===== config.mk =====
export PLATFORM = sky130hd
export DESIGN_NAME = reaction_ctrl
export DESIGN_NICKNAME = d
export VERILOG_FILES = /design/src/rtl/reaction_ctrl.sv
export SDC_FILE = /design/constraint.sdc
export NUM_CORES = 1
export LEC_CHECK = 0
export ABC_AREA = 1
export BUFFER_PORTS_ARGS = -buffer_cell sky130_fd_sc_hd__buf_2
export CORE_MARGIN = 3
export CORE_UTILIZATION = 45
export CTS_CLUSTER_DIAMETER = 40
export DETAILED_ROUTE_END_ITERATION = 16
export PLACE_DENSITY_LB_ADDON = 0.05
export SLEW_MARGIN = 30
export SYNTH_ARGS = -nofsm -noshare
export SYNTH_HDL_FRONTEND = slang
export SYNTH_SLANG_ARGS = --single-unit
export TNS_END_PERCENT = 5

===== constraint.sdc =====
create_clock -name clk -period 3.2 [get_ports clk]
set_clock_uncertainty 0.2 [all_clocks]
set_input_delay 0.32 -clock clk [delete_from_list [all_inputs] [get_ports clk]]
set_output_delay 0.32 -clock clk [all_outputs]
set_load 0.02 [all_outputs]

===== src/rtl/reaction_ctrl.sv =====
// Reaction-time game controller: random foreperiod, stimulus lamp, external
// ms timer start/stop, result capture and best-time tracking.
module reaction_ctrl #(
  parameter int CLKSPDMHZ     = 100,
  parameter int MIN_DELAY_MS  = 1000,
  parameter int DELAY_SPAN_MS = 2048,
  parameter int TIMEOUT_MS    = 9999
) (
  input  logic        clk,
  input  logic        res,
  input  logic        btn,
  input  logic [15:0] ms_elapsed,
  output logic        tmr_start,
  output logic        tmr_stop,
  output logic        tmr_res,
  output logic        led,
  output logic [15:0] result_ms,
  output logic [15:0] best_ms,
  output logic        false_start,
  output logic        timeout,
  output logic [2:0]  fsm_state
);

  localparam int TICK_CYC = CLKSPDMHZ * 1000;
  localparam int PW       = (TICK_CYC > 1) ? $clog2(TICK_CYC) : 1;
  localparam logic [PW-1:0] PRE_MAX   = PW'(TICK_CYC - 1);
  localparam logic [15:0]   SPAN_MASK = 16'(DELAY_SPAN_MS - 1);
  localparam logic [15:0]   MIN_DLY   = 16'(MIN_DELAY_MS);
  localparam logic [15:0]   TO_VAL    = 16'(TIMEOUT_MS);

  // Encoding is visible on fsm_state: IDLE=0 DELAY=1 ARMED=2 CAPTURE=3 DONE=4 FOUL=5.
  typedef enum logic [2:0] {
    IDLE    = 3'd0,
    DELAY   = 3'd1,
    ARMED   = 3'd2,
    CAPTURE = 3'd3,
    DONE    = 3'd4,
    FOUL    = 3'd5
  } state_t;

  state_t        state, state_n;
  logic          btn_q;
  logic          btn_rise;
  logic [15:0]   lfsr;
  logic [PW-1:0] prescaler, prescaler_n;
  logic [15:0]   delay_ms, delay_n;
  logic          cap_cnt, cap_n;
  logic          led_n, start_n, stop_n, tres_n;
  logic [15:0]   result_n, best_n;
  logic          fs_n, to_n;

  assign btn_rise  = btn & ~btn_q;
  assign fsm_state = state;

  always_comb begin
    state_n     = state;
    prescaler_n = prescaler;
    delay_n     = delay_ms;
    cap_n       = cap_cnt;
    start_n     = 1'b0;
    stop_n      = 1'b0;
    tres_n      = 1'b0;
    result_n    = result_ms;
    best_n      = best_ms;
    fs_n        = false_start;
    to_n        = timeout;
    case (state)
      IDLE, DONE: begin
        if (btn_rise) begin
          delay_n     = MIN_DLY + (lfsr & SPAN_MASK);
          prescaler_n = '0;
          fs_n        = 1'b0;
          to_n        = 1'b0;
          tres_n      = 1'b1;
          state_n     = DELAY;
        end
      end
      DELAY: begin
        // A press always beats a coincident expiry.
        if (btn_rise) begin
          fs_n    = 1'b1;
          state_n = FOUL;
        end else if (prescaler == PRE_MAX) begin
          prescaler_n = '0;
          if (delay_ms <= 16'd1) begin
            delay_n = '0;
            start_n = 1'b1;
            state_n = ARMED;
          end else begin
            delay_n = delay_ms - 16'd1;
          end
        end else begin
          prescaler_n = prescaler + PW'(1);
        end
      end
      ARMED: begin
        if (btn_rise) begin
          stop_n  = 1'b1;
          cap_n   = 1'b0;
          state_n = CAPTURE;
        end else if (ms_elapsed == TO_VAL) begin
          stop_n  = 1'b1;
          to_n    = 1'b1;
          cap_n   = 1'b0;
          state_n = CAPTURE;
        end
      end
      CAPTURE: begin
        // Second cycle: the timer's registered count has settled after the stop.
        if (cap_cnt) begin
          result_n = timeout ? TO_VAL : ms_elapsed;
          if (!timeout && (ms_elapsed < best_ms)) best_n = ms_elapsed;
          state_n  = DONE;
        end else begin
          cap_n = 1'b1;
        end
      end
      FOUL: begin
        if (btn_rise) state_n = IDLE;
      end
      default: state_n = IDLE;
    endcase
    led_n = (state_n == ARMED);
  end

  always_ff @(posedge clk or posedge res) begin
    if (res) begin
      state       <= IDLE;
      btn_q       <= 1'b0;
      lfsr        <= 16'hACE1;
      prescaler   <= '0;
      delay_ms    <= '0;
      cap_cnt     <= 1'b0;
      led         <= 1'b0;
      tmr_start   <= 1'b0;
      tmr_stop    <= 1'b0;
      tmr_res     <= 1'b1;
      result_ms   <= '0;
      best_ms     <= 16'hFFFF;
      false_start <= 1'b0;
      timeout     <= 1'b0;
    end else begin
      state       <= state_n;
      btn_q       <= btn;
      lfsr        <= {lfsr[14:0], lfsr[15] ^ lfsr[13] ^ lfsr[12] ^ lfsr[10]};
      prescaler   <= prescaler_n;
      delay_ms    <= delay_n;
      cap_cnt     <= cap_n;
      led         <= led_n;
      tmr_start   <= start_n;
      tmr_stop    <= stop_n;
      tmr_res     <= tres_n;
      result_ms   <= result_n;
      best_ms     <= best_n;
      false_start <= fs_n;
      timeout     <= to_n;
    end
  end

endmodule


==> reports/metrics.csv, run 1 <==
metric;value;unit
Worst path max stage delay;540;ps
Mean Syn Cell Area;8.00;sq um
Max VDD drop;0.324;mV
setup ws final;810;ps
Antenna diodes;0;
initial drt markers;238;
drt drc;0;
pin count of the biggest net entering global routing;36;
final core utilization;53.2;%
Buffers on Ports;59;
Num CTS Buffers;9;
Tcrit/Tclk final;74.7;%
gr busiest metal;met2;
Slew headroom;58.1;%
crit path time final;2390;ps
routed len/inst;13.8;um
nets@finish;732;
worst setup path category;reg -> reg;
initial antenna violation count;0;
first-pass GRT wire length;19800;um
sequential area share after synthesis;46.1;%
reg-to-reg setup timing slack;810;ps
Die Y;112;um
Worst EP required;3300;ps
synthesized area;0.00506;sq mm
layout cells sized above 1;19.6;%
CTS root buf;clkbuf_16;
worst slack, placed;787;ps
area grow syn2layout;15.0;%
Fin Setup TNS;0;ps
Worst Path Arrival;2490;ps
DRT Pass-1 Iters;5;
CTS tree;done;
most frequent CP cell;nand2_1;
DR vias/cell;5.01;
RSZ-0062 raised after global routing;false;
startpoint types;flip-flop;
power per cell area;644;mW/mm^2
most common cell after layout, fill and taps aside;nand2_1;
GR Overflow Total;0;
HPWL after DPL;8480;um
status;completed;
maxcap violations;0;
Lkg Pwr;0.00284;uW
Sequential cell area;0.00233;sq mm
worst skew pair latency;350;ps
Core Rows;38;
syn_nets;671;
Worst Setup End Kind;flip-flop;
Tightest Hold Check Type;in -> reg;
register bit count reported by yosys;92;
grt met2 use;30.4;%
vias in the first global route;4076;
core footprint;0.0109;sq mm
GRT met1 Usage;27.3;%
aggregate global-route resource usage;19.4;%
Worst-path clk slew;70;ps
Vias;4204;
CP cell instances;inv_1 -> ha_1 -> a21oi_1 -> nor2_1 -> nor3_1 -> nand2_1 -> nand2_1 -> nand2_1 -> nand2_1 -> nand3_1 -> nand2_1;
Final Routed Wirelength;11600;um
IO Pins;60;
Post-CTS Resized;0;
max-slew violations;0;
maximum clock path buffer count;2;
most frequent cells in the layout;nand2_1 (159), nor2_1 (77), inv_1 (73);
unique cell type count in the Yosys netlist;43;
area of the multi-input gates;0.00230;sq mm
hold_ws;15.3;ps
fill cell count;1062;
Sink Count;92;
full die area;0.0126;sq mm
grt met3 use;3.23;%
CP max-delay cell;dfstp_2;
Peak Freq;0.418;GHz
Cells after Synth;633;
Final setup violation count;0;
H-tree depth;3;
Starting Density;46.3;%
final hold violation count;0;
RePlAce Congestion;0.841;
Syn. warnings;0;
CP Max Fanout;16;
Die Width;112;um
slew at the pin closest to its max-slew limit;626;ps
Final ANT Viol Nets;0;
==> cell families after synthesis <==
kind of cell / count (synthesis) / share of synthesized area (%)
buffers and inverters: 99 / 8.43
AND/OR/NAND/NOR: 330 / 29.7
adder cells (fa/ha/maj): 19 / 4.70
AO/OA/AOI/OAI: 75 / 7.94
XOR/XNOR: 18 / 3.11
flip-flops: 92 / 46.1
==> Yosys cell counts <==
library cell | count | area, sq um
nand2_1 | 159 | 597
nor2_1 | 77 | 289
inv_1 | 74 | 278
dfrtp_1 | 67 | 1680
nand3_1 | 48 | 240
o21ai_0 | 35 | 175
dfstp_2 | 25 | 657
a21oi_1 | 20 | 100
ha_1 | 19 | 238
xor2_1 | 14 | 123
nor3_1 | 11 | 55.1
nand4_1 | 10 | 62.6
o21ai_1 | 10 | 50.1
inv_2 | 8 | 30.0
clkbuf_1 | 5 | 18.8
nand2_2 | 5 | 31.3
nor2_4 | 4 | 45.0
xnor2_1 | 4 | 35.0
buf_2 | 3 | 15.0
buf_6 | 3 | 33.8
a21o_1 | 2 | 15.0
a21oi_2 | 2 | 17.5
buf_4 | 2 | 15.0
inv_6 | 2 | 17.5
nand2_4 | 2 | 22.5
nand3b_1 | 2 | 15.0
nor2_2 | 2 | 12.5
nor3_2 | 2 | 20.0
o31ai_1 | 2 | 15.0
a22oi_1 | 1 | 7.51
buf_8 | 1 | 15.0
clkinv_1 | 1 | 3.75
nand2_8 | 1 | 20.0
nand3_2 | 1 | 10.0
nand4_4 | 1 | 21.3
nor2_8 | 1 | 20.0
nor3_4 | 1 | 16.3
nor3b_1 | 1 | 7.51
nor3b_2 | 1 | 12.5
o211ai_1 | 1 | 7.51
o21a_1 | 1 | 7.51
o22ai_1 | 1 | 6.26
or2_2 | 1 | 6.26
==> flip-flops by register name, summed over array words and instances, names as in the netlist, 3 cells and up <==
signal and count:
prescaler 17, delay_ms 16, best_ms 16, result_ms 16, fsm_state 3, lfsr 16
==> metrics by stage <==
step           std cells  total power, uW  area (sq um)
3_3_place_gp         821             2520          5460
3_5_place_dp         821             2530          5460
5_1_grt              839             4010          5820
6_report             839             3750          5820
2_1_floorplan        633             2320          5060
4_1_cts              839             3780          5820
==> routing by layer <==
layer	share of wire, %	wire length [um]
met1	49	5620
met4	1.7	197
met3	4.2	488
met5	0	0
met2	46	5280
==> cell type report <==
| cell class | count | area share (%) |
|---|---|---|
| sequential | 92 | 40.1 |
| multi-input combinational | 442 | 39.5 |
| timing repair buffer | 64 | 5.81 |
| inverter | 85 | 5.68 |
| clock buffer | 10 | 3.93 |
| tap | 140 | 3.01 |
| clock inverter | 6 | 1.94 |
==> path summary, 6_finish.rpt <==
path,startpoint,to,cells after the start
worst min-delay path,ms_elapsed[7],best_ms[7],3
worst max register to register,best_ms[5],best_ms[2],11
max in group asynchronous,res,best_ms[13],4
worst min register to register,lfsr[14],lfsr[15],0
min in group asynchronous,res,lfsr[14],3
worst max-delay path,best_ms[5],best_ms[2],11
==> timing repair <==
action,CTS,global route
hold endpoints to repair,23,0
setup buffers,0,0
hold buffers,2,0
==> power by group <==
part | leakage, uW | total (uW) | switching (uW) | internal (uW)
logic | 0.00160 | 1120 | 787 | 333
registers | 0.00107 | 1390 | 117 | 1270
clock network | 0.000167 | 1240 | 471 | 766
==> critical path, delay by kind of cell (launching register included) <==
family                     cells  cell delay [ps]
and+or+nand+nor                8             1110
DFF                            1              540
adders and majority gates      1              290
AOI/OAI and AO/OA              1              140
buffers and inverters          1               40
Note: power is estimated with default switching activity, not from simulation.
==> run 2, diff against run 1 <==
==> constraint.sdc (replaced) <==
create_clock -name clk -period 2.1 [get_ports clk]
set_clock_uncertainty 0.2 [all_clocks]
set_input_delay 0.21 -clock clk [delete_from_list [all_inputs] [get_ports clk]]
set_output_delay 0.21 -clock clk [all_outputs]
set_load 0.02 [all_outputs]
==> reports/metrics.csv, run 2 (synthesis gave the netlist of run 1 again) <==
metric;value;unit
fill cell count;988;
Final Routed Wirelength;12200;um
Top delay family on crit path;buffers and inverters;
Core Rows;38;
CP cell instances;dlygate4sd3_1 -> buf_4 -> ha_4 -> a21oi_2 -> nor2_1 -> nor3_2 -> nand2_2 -> nand2_1 -> nand2_1 -> nand2_2 -> buf_6 -> nand3_1 -> nand2_1;
Worst Path Arrival;2100;ps
crit path time final;2010;ps
layout cells sized above 1;26.7;%
Non-Filler Instances;881;
Starting Density;46.3;%
initial antenna violation count;0;
Worst Setup End Kind;flip-flop;
power per cell area;929;mW/mm^2
Top reg by flops;prescaler;
dpl cells;843;
CTS tree;done;
most frequent cells in the layout;nand2_1 (152), nor2_1 (74), inv_1 (70);
Worst path max stage delay;540;ps
aggregate global-route resource usage;20.0;%
H-tree depth;3;
final hold violation count;0;
worst setup path category;in -> reg;
routed len/inst;13.9;um
Antenna diodes;0;
Peak Freq;0.498;GHz
Die Width;112;um
Sink Count;92;
max FFs per register;17;
first-pass GRT wire length;20700;um
hold_ws;39.5;ps
RePlAce Congestion;0.892;
GR Overflow Total;0;
Vias;4384;
maxcap violations;0;
status;completed;
final core utilization;58.5;%
core footprint;0.0109;sq mm
area of the multi-input gates;0.00247;sq mm
full die area;0.0126;sq mm
Tightest Hold Check Type;in -> reg;
Fin Setup TNS;0;ps
RSZ-0062 raised after global routing;true;
Sequential cell area;0.00233;sq mm
most frequent CP cell;nand2_1;
Worst Path Buf+Inv;3;
Worst EP required;2190;ps
Num CTS Buffers;9;
CP Max Fanout;6;
Worst-path clk slew;70;ps
worst skew pair latency;340;ps
IO Pins;60;
DR vias/cell;4.98;
vias in the first global route;4317;
max-slew violations;0;
Lkg Pwr;0.00306;uW
startpoint types;primary input;
area grow syn2layout;26.4;%
Final setup violation count;0;
Final ANT Viol Nets;0;
Buffers on Ports;59;
maximum clock path buffer count;2;
Tcrit/Tclk final;95.5;%
CTS root buf;clkbuf_16;
Die Y;112;um
slew at the pin closest to its max-slew limit;542;ps
DRT Pass-1 Iters;4;
CP max-delay cell;dlygate4sd3_1;
pin count of the biggest net entering global routing;43;
Slew headroom;63.8;%
most common cell after layout, fill and taps aside;nand2_1;
Max VDD drop;0.466;mV
drt drc;0;
initial drt markers;288;
nets@finish;774;
HPWL after DPL;8840;um
==> run 2: cell count changes in the layout (fill, tap and decap cells not counted), sizes merged <==
cell	previous run	this run
buf	62	89
bufinv	3	2
clkbuf	10	9
clkinv	5	3
clkinvlp	0	3
dlygate4sd3	2	17
inv	83	84
==> run 2: metal layers <==
metal | vias up | share of wire [%] | track usage (%)
met5 | - | 0 | 0
met4 | 0 | 1.5 | 7.05
met3 | 18 | 3.6 | 3.18
met2 | 77 | 48 | 33.6
met1 | 2060 | 47 | 26.5
li1 | 2229 | - | -
==> run 2: where the power goes <==
part | total [uW] | internal [uW] | switching, uW
logic | 2060 | 742 | 1320
registers | 2090 | 1940 | 150
clock network | 1790 | 1050 | 743
total | 5940 | 3730 | 2210
==> run 2: path summary, 6_finish.rpt <==
path | to | cells past startpoint | slack (ps) | from
worst max-delay path | best_ms[10] | 13 | 90 | ms_elapsed[5]
worst min-delay path | best_ms[15] | 4 | 40 | ms_elapsed[15]
worst max register to register | best_ms[10] | 12 | 110 | best_ms[5]
worst min register to register | lfsr[15] | 0 | 170 | lfsr[14]
max in group asynchronous | lfsr[15] | 4 | 810 | res
min in group asynchronous | lfsr[4] | 3 | 260 | res
==> run 2: worst register-to-register path, delay by kind of cell (launching register included) <==
kind                     cells  cell delay, ps
AND/OR/NAND/NOR              8             680
flip-flops                   1             540
buffers and inverters        2             200
adder cells (fa/ha/maj)      1             210
AO/OA/AOI/OAI                1             110
==> run 2: stage by stage <==
stage / instance area [sq um] / total power [uW] / worst slack (ps)
2_1_floorplan: 5060 / 3540 / 5.58
3_3_place_gp: 5660 / 4050 / -33.0
3_5_place_dp: 5660 / 4080 / -118
4_1_cts: 6190 / 5930 / 3.53
5_1_grt: 6390 / 6340 / -36.2
6_report: 6390 / 5940 / 93.7
==> run 2: layout make-up <==
| class | instances | share of cell area, % |
|---|---|---|
| Clock buffer | 9 | 3.52 |
| Clock inverter | 7 | 1.53 |
| Inverter | 85 | 5.36 |
| Multi-Input combinational cell | 442 | 38.6 |
| Sequential cell | 92 | 36.5 |
| Tap cell | 140 | 2.74 |
| Timing Repair Buffer | 106 | 11.7 |
==> run 2: what timing repair did <==
action	4_1_cts	5_1_grt
pin swaps	1	14
hold buffers	17	0
endpoints found under the hold margin	41	0
endpoints found under the setup margin	16	36
gates resized for setup	1	39
setup buffers	2	3
==> run 3, diff against run 2 <==
--- a/config.mk
+++ b/config.mk
@@ -11,7 +11,10 @@
 export CORE_UTILIZATION = 45
 export CTS_CLUSTER_DIAMETER = 40
 export DETAILED_ROUTE_END_ITERATION = 16
+export GPL_TIMING_DRIVEN = 0
 export PLACE_DENSITY_LB_ADDON = 0.05
+export RECOVER_POWER = 50
+export REMOVE_ABC_BUFFERS = 1
 export SLEW_MARGIN = 30
 export SYNTH_ARGS = -nofsm -noshare
 export SYNTH_HDL_FRONTEND = slang
==> reports/metrics.csv, run 3 (synthesis gave the netlist of run 1 again) <==
metric;value;unit
Worst Setup End Kind;flip-flop;
Worst-path clk slew;60;ps
startpoint types;flip-flop;
max FFs per register;17;
Worst path max stage delay;550;ps
Max VDD drop;0.573;mV
most frequent CP cell;nand2_1;
full die area;0.0126;sq mm
Tcrit/Tclk final;102;%
Sequential cell area;0.00233;sq mm
H-tree depth;3;
RePlAce Congestion;0.822;
DRT Pass-1 Iters;4;
Buffers on Ports;59;
Starting Density;46.3;%
CP startpoint;best_ms[11];
maximum clock path buffer count;2;
setup ws final;-33.4;ps
Die Width;112;um
Final Routed Wirelength;12000;um
nets@finish;761;
Num CTS Buffers;9;
worst setup path category;reg -> reg;
layout cells sized above 1;23.5;%
most common cell after layout, fill and taps aside;nand2_1;
Non-Filler Instances;868;
Antenna diodes;0;
routed len/inst;13.9;um
drt drc;0;
CP max-delay cell;dfstp_2;
Sink Count;92;
Peak Freq;0.469;GHz
CTS tree;done;
area grow syn2layout;24.3;%
power consumption;5840;uW
RSZ-0062 raised after global routing;true;
FF-to-FF Start;best_ms[11];
fill cell count;994;
pin count of the biggest net entering global routing;61;
Final ANT Viol Nets;0;
first-pass GRT wire length;19700;um
Die Y;112;um
Lkg Pwr;0.00298;uW
vias in the first global route;4118;
initial antenna violation count;0;
Final setup violation count;12;
crit path time final;2130;ps
Worst Path Buf+Inv;3;
Top delay family on crit path;simple AND/OR/NAND/NOR gates;
DR vias/cell;5.00;
most frequent cells in the layout;nand2_1 (145), nor2_1 (73), inv_1 (70);
Tightest Hold Check Type;reg -> reg;
CP Max Fanout;5;
area of the multi-input gates;0.00250;sq mm
max-slew violations;0;
CTS root buf;clkbuf_16;
final hold violation count;0;
Core Rows;38;
power per cell area;929;mW/mm^2
violated checks;negative setup slack;
maxcap violations;0;
status;finished, violations left;
HPWL after DPL;7840;um
worst skew pair latency;350;ps
Hold Path Origin;lfsr[14];
initial drt markers;264;
CP cell instances;inv_1 -> ha_4 -> nand2_1 -> inv_1 -> nand3_1 -> nor3_1 -> nand2_2 -> nand4_4 -> clkbuf_16 -> nand2_1 -> nand2_1;
aggregate global-route resource usage;19.5;%
GR Overflow Total;0;
Top reg by flops;prescaler;
final core utilization;57.5;%
IO Pins;60;
Vias;4336;
Slew headroom;46.4;%
slew at the pin closest to its max-slew limit;804;ps
core footprint;0.0109;sq mm
Worst Path Arrival;2230;ps
Worst EP required;2200;ps
dpl cells;819;
run 3: cell types whose count changed in the layout (fill, tap and decap cells not counted), moves of 6 or more:
cell      delta
buf_2        -6
buf_4       -15
clkbuf_1     +8
dfstp_1      +6
dfstp_2      -6
nand2_1      -7
run 3: report_power, final:
part | switching [uW] | total [uW] | internal (uW) | leakage (uW)
clock | 680 | 1750 | 1070 | 0.000159
combinational | 1340 | 1960 | 622 | 0.00175
sequential | 190 | 2130 | 1940 | 0.00107
run 3: path summary, 6_finish.rpt:
check | endpoint | slack [ps] | cells past startpoint
setup / recovery | best_ms[14] | -30 | 11
hold / removal | lfsr[15] | 160 | 0
setup reg to reg | best_ms[14] | -30 | 11
hold reg to reg | lfsr[15] | 160 | 0
max in group asynchronous | result_ms[13] | 370 | 4
min in group asynchronous | result_ms[10] | 200 | 3
run 3: cell type report:
cell class	instances	area share [%]
repair inverters	1	0.139
flip-flops and latches	92	37.1
clock inverters	5	1.19
inverters	85	5.61
multi-input cells	443	39.8
clock buffers	11	3.86
repair buffers	91	9.55
well taps	140	2.79
run 3: stage by stage:
stage	setup WS, ps	cell area [sq um]	TNS, ps	hold slack [ps]
after floorplan	-661	4960	-45670	41.4
after global placement	-1870	5430	-155630	133
after detailed placement	-340	5470	-7510	16.6
after CTS	3.00	6050	0	169
after global routing	-174	6290	-2560	179
final	-33.4	6290	-242	162
run 3: routing by layer:
layer / part of all wire [%] / track usage [%]
met5: 0 / 0
met1: 47 / 25.9
met4: 1.8 / 6.97
met2: 47 / 31.6
met3: 4.5 / 4.42
run 3: what timing repair did:
action | 4_1_cts | 5_1_grt
hold buffers | 18 | 0
setup endpoints to repair | 43 | 34
resized for setup | 10 | 42
pin swaps | 2 | 18
endpoints found under the hold margin | 69 | 0
setup buffers | 4 | 8
gates cloned | 1 | 2
